### src/rtl/times_table_if.sv
// Write-side bus of the times-table filler: start request, status flags and
// the memory write port (ena/wea/addra/dina).
interface times_table_if #(
  parameter int A_WIDTH = 3,
  parameter int B_WIDTH = 3
);
  localparam int DATA_WIDTH = A_WIDTH + B_WIDTH;

  logic                  start;
  logic                  busy;
  logic                  done;
  logic                  ena;
  logic                  wea;
  logic [DATA_WIDTH-1:0] addra;
  logic [DATA_WIDTH-1:0] dina;

  modport master (
    output start,
    input  busy, done, ena, wea, addra, dina
  );

  modport slave (
    input  start,
    output busy, done, ena, wea, addra, dina
  );
endinterface

### src/rtl/times_table_writer.sv
// Fills the 64-entry a*b lookup memory: each address {a,b} gets its product,
// computed by a B_WIDTH-step shift-add multiplier, then written in one cycle.
module times_table_writer #(
  parameter int A_WIDTH = 3,
  parameter int B_WIDTH = 3
) (
  input  logic          clk,
  input  logic          rst,
  times_table_if.slave  bus
);
  localparam int DW = A_WIDTH + B_WIDTH;
  localparam int SW = (B_WIDTH > 1) ? $clog2(B_WIDTH) : 1;
  localparam logic [SW-1:0] LAST_STEP = SW'(B_WIDTH - 1);
  localparam logic [DW-1:0] LAST_IDX  = {DW{1'b1}};

  typedef enum logic [1:0] {
    IDLE  = 2'd0,
    MULT  = 2'd1,
    WRITE = 2'd2
  } state_t;

  state_t        state_q, state_d;
  logic [DW-1:0] idx_q, idx_d;
  logic [DW-1:0] acc_q, acc_d;
  logic [SW-1:0] step_q, step_d;
  logic          busy_q, busy_d;
  logic          done_q, done_d;
  logic          wea_q, wea_d;
  logic [DW-1:0] addra_q, addra_d;
  logic [DW-1:0] dina_q, dina_d;

  logic [DW-1:0]      a_ext_s;
  logic [B_WIDTH-1:0] b_s;
  logic [DW-1:0]      acc_sum_s;

  assign a_ext_s   = {{B_WIDTH{1'b0}}, idx_q[DW-1:B_WIDTH]};
  assign b_s       = idx_q[B_WIDTH-1:0];
  assign acc_sum_s = acc_q + (b_s[step_q] ? (a_ext_s << step_q) : {DW{1'b0}});

  // State and registered outputs; reset leaves memory contents untouched.
  always_ff @(posedge clk or posedge rst) begin
    if (rst) begin
      state_q <= IDLE;
      idx_q   <= {DW{1'b0}};
      acc_q   <= {DW{1'b0}};
      step_q  <= {SW{1'b0}};
      busy_q  <= 1'b0;
      done_q  <= 1'b0;
      wea_q   <= 1'b0;
      addra_q <= {DW{1'b0}};
      dina_q  <= {DW{1'b0}};
    end else begin
      state_q <= state_d;
      idx_q   <= idx_d;
      acc_q   <= acc_d;
      step_q  <= step_d;
      busy_q  <= busy_d;
      done_q  <= done_d;
      wea_q   <= wea_d;
      addra_q <= addra_d;
      dina_q  <= dina_d;
    end
  end

  // Next-state and next-output logic.
  always_comb begin
    state_d = state_q;
    idx_d   = idx_q;
    acc_d   = acc_q;
    step_d  = step_q;
    busy_d  = busy_q;
    done_d  = done_q;
    wea_d   = 1'b0;
    addra_d = addra_q;
    dina_d  = dina_q;
    case (state_q)
      IDLE: begin
        if (bus.start) begin
          busy_d  = 1'b1;
          done_d  = 1'b0;
          idx_d   = {DW{1'b0}};
          acc_d   = {DW{1'b0}};
          step_d  = {SW{1'b0}};
          state_d = MULT;
        end else begin
          state_d = IDLE;
        end
      end
      MULT: begin
        acc_d = acc_sum_s;
        if (step_q == LAST_STEP) begin
          // The write carries the product including this final partial term.
          step_d  = {SW{1'b0}};
          wea_d   = 1'b1;
          addra_d = idx_q;
          dina_d  = acc_sum_s;
          state_d = WRITE;
        end else begin
          step_d  = step_q + 1'b1;
          state_d = MULT;
        end
      end
      WRITE: begin
        if (idx_q == LAST_IDX) begin
          busy_d  = 1'b0;
          done_d  = 1'b1;
          state_d = IDLE;
        end else begin
          idx_d   = idx_q + 1'b1;
          acc_d   = {DW{1'b0}};
          step_d  = {SW{1'b0}};
          state_d = MULT;
        end
      end
      default: begin
        state_d = IDLE;
      end
    endcase
  end

  assign bus.busy  = busy_q;
  assign bus.done  = done_q;
  assign bus.wea   = wea_q;
  assign bus.ena   = wea_q;
  assign bus.addra = addra_q;
  assign bus.dina  = dina_q;
endmodule

### src/flat_wrapper.sv
// flat-port wrapper written by rule: the top's interface ports become plain ports
module times_table_writer_flat 
#(
  parameter int A_WIDTH = 3,
  parameter int B_WIDTH = 3
)
  (clk, rst, bus_start, bus_busy, bus_done, bus_ena, bus_wea, bus_addra, bus_dina);
  times_table_if #(.A_WIDTH(A_WIDTH), .B_WIDTH(B_WIDTH)) bus_i ();
  input  logic clk;
  input  logic rst;
  input wire logic [$bits(bus_i.start)-1:0] bus_start;
  output wire logic [$bits(bus_i.busy)-1:0] bus_busy;
  output wire logic [$bits(bus_i.done)-1:0] bus_done;
  output wire logic [$bits(bus_i.ena)-1:0] bus_ena;
  output wire logic [$bits(bus_i.wea)-1:0] bus_wea;
  output wire logic [$bits(bus_i.addra)-1:0] bus_addra;
  output wire logic [$bits(bus_i.dina)-1:0] bus_dina;
  assign bus_i.start = bus_start;
  assign bus_busy = bus_i.busy;
  assign bus_done = bus_i.done;
  assign bus_ena = bus_i.ena;
  assign bus_wea = bus_i.wea;
  assign bus_addra = bus_i.addra;
  assign bus_dina = bus_i.dina;
  times_table_writer #(.A_WIDTH(A_WIDTH), .B_WIDTH(B_WIDTH)) u_core (.clk(clk), .rst(rst), .bus(bus_i));
endmodule
### config.mk
export PLATFORM = sky130hd
export DESIGN_NAME = times_table_writer_flat
export DESIGN_NICKNAME = d
export VERILOG_FILES = /design/src/rtl/times_table_if.sv /design/src/rtl/times_table_writer.sv /design/src/flat_wrapper.sv
export SDC_FILE = /design/constraint.sdc
export NUM_CORES = 1
export LEC_CHECK = 0
export BUFFER_PORTS_ARGS = -buffer_cell sky130_fd_sc_hd__buf_2
export CELL_PAD_IN_SITES_DETAIL_PLACEMENT = 1
export CELL_PAD_IN_SITES_GLOBAL_PLACEMENT = 2
export CORE_MARGIN = 1.5
export CORE_UTILIZATION = 39
export DETAILED_ROUTE_END_ITERATION = 10
export GPL_ROUTABILITY_DRIVEN = 0
export PLACE_DENSITY = 0.88
export SLEW_MARGIN = 20
export SYNTH_ARGS = -nofsm -noshare
export SYNTH_HDL_FRONTEND = slang
export SYNTH_SLANG_ARGS = --single-unit
### constraint.sdc
create_clock -name clk -period 4.9 [get_ports clk]
set_input_delay 0.49 -clock clk [delete_from_list [all_inputs] [get_ports clk]]
set_output_delay 0.49 -clock clk [all_outputs]
set_load 0.01 [all_outputs]
=== Yosys cells after proc, flatten, opt, wreduce, memory -nomap -nowiden ===
Index checks and enable logic that the tools add are counted.

* Add/subtract/negate cells: 3
* $lt $le $gt $ge: 1
* Eq/ne operators: 7
* Shifts and indexed selects: 1
* Muxes and demuxes: 24
* Reductions and logical operators: 7

{| class="wikitable"
|+ Operator list
! operator !! number
|-
| 2-to-1 mux 6 bit || 4
|-
| one-hot mux 6 bit (3 select lines) || 1
|-
| one-hot mux 2 bit (3 select lines) || 2
|-
| one-hot mux 6 bit (2 select lines) || 1
|-
| 2-to-1 mux 1 bit || 9
|-
| AND reduction 3 bit || 3
|-
| 2-to-1 mux 2 bit || 4
|-
| adder 6 x 1 -> 6 bit, second input constant || 1
|-
| adder 6 bit || 1
|-
| == test 6 bit, second input constant || 1
|-
| << shifter 3 x 2 -> 6 bit || 1
|-
| == test 2 bit, second input constant || 2
|-
| inequality test 2 bit, second input constant || 2
|-
| one-hot mux 1 bit (2 select lines) || 2
|-
| < comparator 2 x 3 -> 1 bit, second input constant || 1
|-
| nonzero test 3 bit || 1
|-
| adder 2 x 1 -> 2 bit, second input constant || 1
|-
| binary-select mux 1 bit (select 2 bit) || 1
|-
| == test 2 x 1 -> 1 bit, second input constant || 1
|-
| zero test 2 bit || 1
|-
| inequality test 2 x 1 -> 1 bit, second input constant || 1
|-
| AND reduction 2 bit || 1
|-
| nonzero test 2 bit || 1
|}

* Register bits after elaboration: 31
* Output and inout bits: 16
* Logic and storage cells: 52

=== Depth between registers and ports, before layout ===
* Word-level depth: 5
* Gate-level depth with buffers: 10

=== Least setup slack after synthesis ===
Ideal clock, no wire load.

* Path type: reg-to-reg
* Start: register u_core.step_q[1]
* End: register u_core.acc_q[5]
* Library setup time: 124 ps
* Arrival: 2,194 ps
* Required time: 4,776 ps
* Setup slack: 2,582 ps
* Stages on the path, launching flop included: 10
* Path buffers: 1
* Cell sequence: dfrtp_1 > clkbuf_2 > mux2_2 > a22oi_1 > nor2_1 > ha_1 > and3_4 > a2111oi_4 > nor4_1 > a211o_1

* Cells in the longest elaborated chain, start to end: 5

{| class="wikitable"
|+ Ends and longest elaborated chain
! what !! line !! text
|-
| start: declaration || times_table_writer.sv:25 || <nowiki>logic [SW-1:0] step_q, step_d;</nowiki>
|-
| start signal: assignment || times_table_writer.sv:46 || <nowiki>step_q <= {SW{1'b0}};</nowiki>
|-
| start signal: assignment || times_table_writer.sv:56 || <nowiki>step_q <= step_d;</nowiki>
|-
| binary-select mux 1 bit (select 2 bit) || times_table_writer.sv:38 || <nowiki>assign acc_sum_s = acc_q + (b_s[step_q] ? (a_ext_s << step_q) : {DW{1'b0}});</nowiki>
|-
| 2-to-1 mux 1 bit (not written as such) || times_table_writer.sv:38 ||
|-
| 2-to-1 mux 6 bit * || times_table_writer.sv:38 ||
|-
| adder 6 bit * || times_table_writer.sv:38 ||
|-
| one-hot mux 6 bit (3 select lines) * || times_table_writer.sv:76 || <nowiki>case (state_q)</nowiki>
|-
| end signal: assignment || times_table_writer.sv:45 || <nowiki>acc_q <= {DW{1'b0}};</nowiki>
|-
| end: declaration || times_table_writer.sv:24 || <nowiki>logic [DW-1:0] acc_q, acc_d;</nowiki>
|}

Every way passes the cells marked *; elsewhere a longest branch is shown, timed or not. The select of a mux whose other input is x is not followed.
A chain may end at the register's enable or synchronous reset.

=== Final worst setup path ===
* Start: register u_core.idx_q[3]
* End: register u_core.acc_q[5]

* Cells in the longest elaborated chain, start to end: 4

{| class="wikitable"
|+ Ends and longest elaborated chain
! what !! line !! text
|-
| start: declaration || times_table_writer.sv:23 || <nowiki>logic [DW-1:0] idx_q, idx_d;</nowiki>
|-
| start signal: assignment || times_table_writer.sv:44 || <nowiki>idx_q <= {DW{1'b0}};</nowiki>
|-
| start signal: assignment || times_table_writer.sv:54 || <nowiki>idx_q <= idx_d;</nowiki>
|-
| << shifter 3 x 2 -> 6 bit || times_table_writer.sv:38 ||
|-
| 2-to-1 mux 6 bit || times_table_writer.sv:38 ||
|-
| adder 6 bit || times_table_writer.sv:38 ||
|-
| one-hot mux 6 bit (3 select lines) || times_table_writer.sv:76 ||
|}

Several ways; a longest one is shown, not always the timed one.

==> flow_summary.json <==
{
  "yosys_warnings": 0,
  "path_class": "reg2reg",
  "max-cap-violations": 0,
  "grt_pass1_vias": 1319,
  "grt_util_all_layers_pct": 20.17,
  "yosys_register_bits": 31,
  "overflow": 0,
  "fin_area_um2": 1862,
  "initial_utilization_pct": 40.84,
  "numCtsBuffers": 5,
  "die_h_um": 67.95,
  "start_kind": "flip-flop",
  "drt_iter0_drc": 63,
  "diodes": 0,
  "grtUsageMet2_pct": 32.77,
  "finalSetupTns_ps": 0,
  "avgSynthCellArea_um2": 9.794,
  "clk_path_buf_depth": 2,
  "final_common_cell": "nand2_1",
  "fin_crit_ps": 2496,
  "grt_max_degree": 32,
  "cts_resized": 0,
  "ant_nets": 0,
  "cts.sinks": 31,
  "fp-row-count": 23,
  "ir_drop_uv": 165.6,
  "timing.rr.start": "u_core.idx_q[3]",
  "critical_path_required_ps": 5070,
  "slew_viol_final": 0,
  "worstMarginPinSlew_ps": 667.0,
  "avgViaCountPerCell": 5.526,
  "period_share_pct": 50.95,
  "worstReg2RegEnd": "u_core.acc_q[5]",
  "syn_nets": 178,
  "cts_max_level": 2,
  "postCtsSetupRepairBufs": 0,
  "worstSkewPairLatency_ps": 280,
  "setup_viol": 0,
  "drcViolationCount": 0,
  "endpoint_kind": "flip-flop",
  "p_per_area_nw_per_um2": 283.5,
  "core_area_um2": 4029,
  "grt_setup_unrepaired": "false",
  "use_met1_pct": 26.27,
  "post-route-util_pct": 46.21,
  "synth-edff-count": 0,
  "placed_cell_area_um2": 1744,
  "yosysSeqAreaShare_pct": 47.15,
  "syn2layout_area_growth_pct": 13.16,
  "io_pins": 19,
  "critical_path_peak_fanout": 10,
  "synthCells": 168,
  "endpoint": "u_core.acc_q[5]",
  "die_area_um2": 4617,
  "layout_common_cells": "34 x nand2_1, 31 x dfrtp_1, 18 x buf_2, 13 x nor2_1, 11 x a22o_1",
  "finalNetCount": 193,
  "yosysUniqueCellTypes": 40,
  "grt_pass1_wl_um": 6693,
  "r2r_cells": 8,
  "p_leak_nw": 0.9321,
  "arrival_ps": 2670,
  "final_layout_size_suffix_gt1_share_pct": 21.20,
  "synth.cell_area_um2": 1645,
  "post-dp-hpwl_um": 2833,
  "hold_class": "in2async",
  "cts_hold_buffers": 0,
  "slew_headroom_pct": 55.44,
  "holdWs_ps": 275.2,
  "first_pass_iters": 4,
  "antenna_found_initial": 0,
  "drt_wl_total_um": 4022,
  "clkTransAtPathRegs_ps": 70,
  "vias": 1293,
  "gr-usage-met3_pct": 4.441,
  "cts_tree": "done",
  "grt-busiest-layer": "met2",
  "status": "complete, no violations",
  "r2r_slack_ps": 2400,
  "ys.flop_type": "dfrtp_1",
  "io_buffer_count": 18,
  "synthArstFlopShare_pct": 100.0,
  "startpoint": "u_core.idx_q[3]",
  "hold_violations": 0,
  "clockRootBuffer": "clkbuf_8",
  "max_freq_mhz": 400.6,
  "detail_route.wl_per_cell_um": 17.19,
  "die_x_um": 67.95,
  "finalClockSkew_ps": 6.107
}
cell families after synthesis:
| family | share of synthesized area, % |
|---|---|
| buffers and inverters | 4.639 |
| flip-flops | 47.15 |
| adder cells (fa/ha/maj) | 5.779 |
| AND/OR/NAND/NOR | 19.62 |
| AO/OA/AOI/OAI | 17.34 |
| multiplexers | 3.346 |
| XOR/XNOR | 2.130 |
critical path, cell delays in order (launching register included):
cell       delay, ps
dfrtp_1          510
mux2_2           340
a22oi_1          150
nor2_1            70
ha_1             330
and3_4           200
a2111oi_4        420
nor4_1            90
a211o_1          280
per-layer routing:
layer | share of wire [%] | wire (um)
met1 | 47 | 1875
met2 | 49 | 1971
met3 | 2.7 | 108
met4 | 1.6 | 66
met5 | 0 | 0
how the worst min path moves through the flow:
| stage | start | endpoint | slack, ps | cells past startpoint |
|---|---|---|---|---|
| after global placement | u_core.bus.addra[3] | u_core.bus.addra[3] | 460 | 2 |
| after global routing | rst | u_core.bus.ena | 340 | 3 |
| after floorplan | u_core.acc_q[0] | u_core.acc_q[0] | 470 | 1 |
| after CTS | rst | u_core.idx_q[4] | 290 | 3 |
| after detailed placement | u_core.bus.dina[2] | u_core.bus.dina[2] | 460 | 2 |
| final | rst | u_core.bus.addra[4] | 280 | 3 |
state kept, by name, indices dropped and copies added, names as in the netlist:
| name | count |
|---|---|
| u_core.bus.done | 1 |
| u_core.acc_q | 6 |
| u_core.state_q | 2 |
| u_core.bus.busy | 1 |
| u_core.bus.dina | 6 |
| u_core.bus.addra | 6 |
| u_core.step_q | 2 |
| u_core.bus.ena | 1 |
| u_core.idx_q | 6 |
report_power, final:
part           switching (mW)  total [mW]  leakage [nW]  internal [mW]
clock                   0.101       0.265        0.0612          0.164
combinational         0.00558     0.00685         0.489        0.00127
sequential                  0       0.256         0.382          0.256
total                   0.106       0.528         0.932          0.422
Yosys cell counts, types with 2 or more instances:
cell type | count | area [um2]
nand2_1 | 34 | 127.6
dfrtp_1 | 31 | 775.7
nor2_1 | 13 | 48.80
a22o_1 | 11 | 96.34
a21oi_1 | 10 | 50.05
buf_2 | 6 | 30.03
ha_1 | 6 | 75.07
and3_1 | 4 | 25.02
mux2_2 | 4 | 45.04
inv_1 | 3 | 11.26
nand3_1 | 3 | 15.01
nor2b_1 | 3 | 18.77
o21ai_0 | 3 | 15.01
a21o_1 | 2 | 15.01
a21oi_2 | 2 | 17.52
clkbuf_1 | 2 | 7.510
nand2b_1 | 2 | 12.51
nand3b_1 | 2 | 15.01
nor3_1 | 2 | 10.01
nor4_1 | 2 | 12.51
o31ai_1 | 2 | 15.01
xnor2_1 | 2 | 17.52
xor2_1 | 2 | 17.52
through the flow:
step,instances,power [mW],setup WS [ps]
6_report,234,0.5278,2404
5_1_grt,234,0.5483,2226
4_1_cts,234,0.5343,2370
3_5_place_dp,226,0.2680,2389
3_3_place_gp,226,0.2677,2498
2_1_floorplan,168,0.2646,2582
area by class of cell:
class | instances | area (um2)
clock inverter | 2 | 35.03
tap | 50 | 62.56
clock buffer | 6 | 82.58
timing repair buffer | 19 | 97.59
fill | 457 | 2167
multi-input combinational | 122 | 793.3
sequential | 31 | 775.7
inverter | 4 | 15.01
Note: power is estimated with default switching activity, not from simulation.
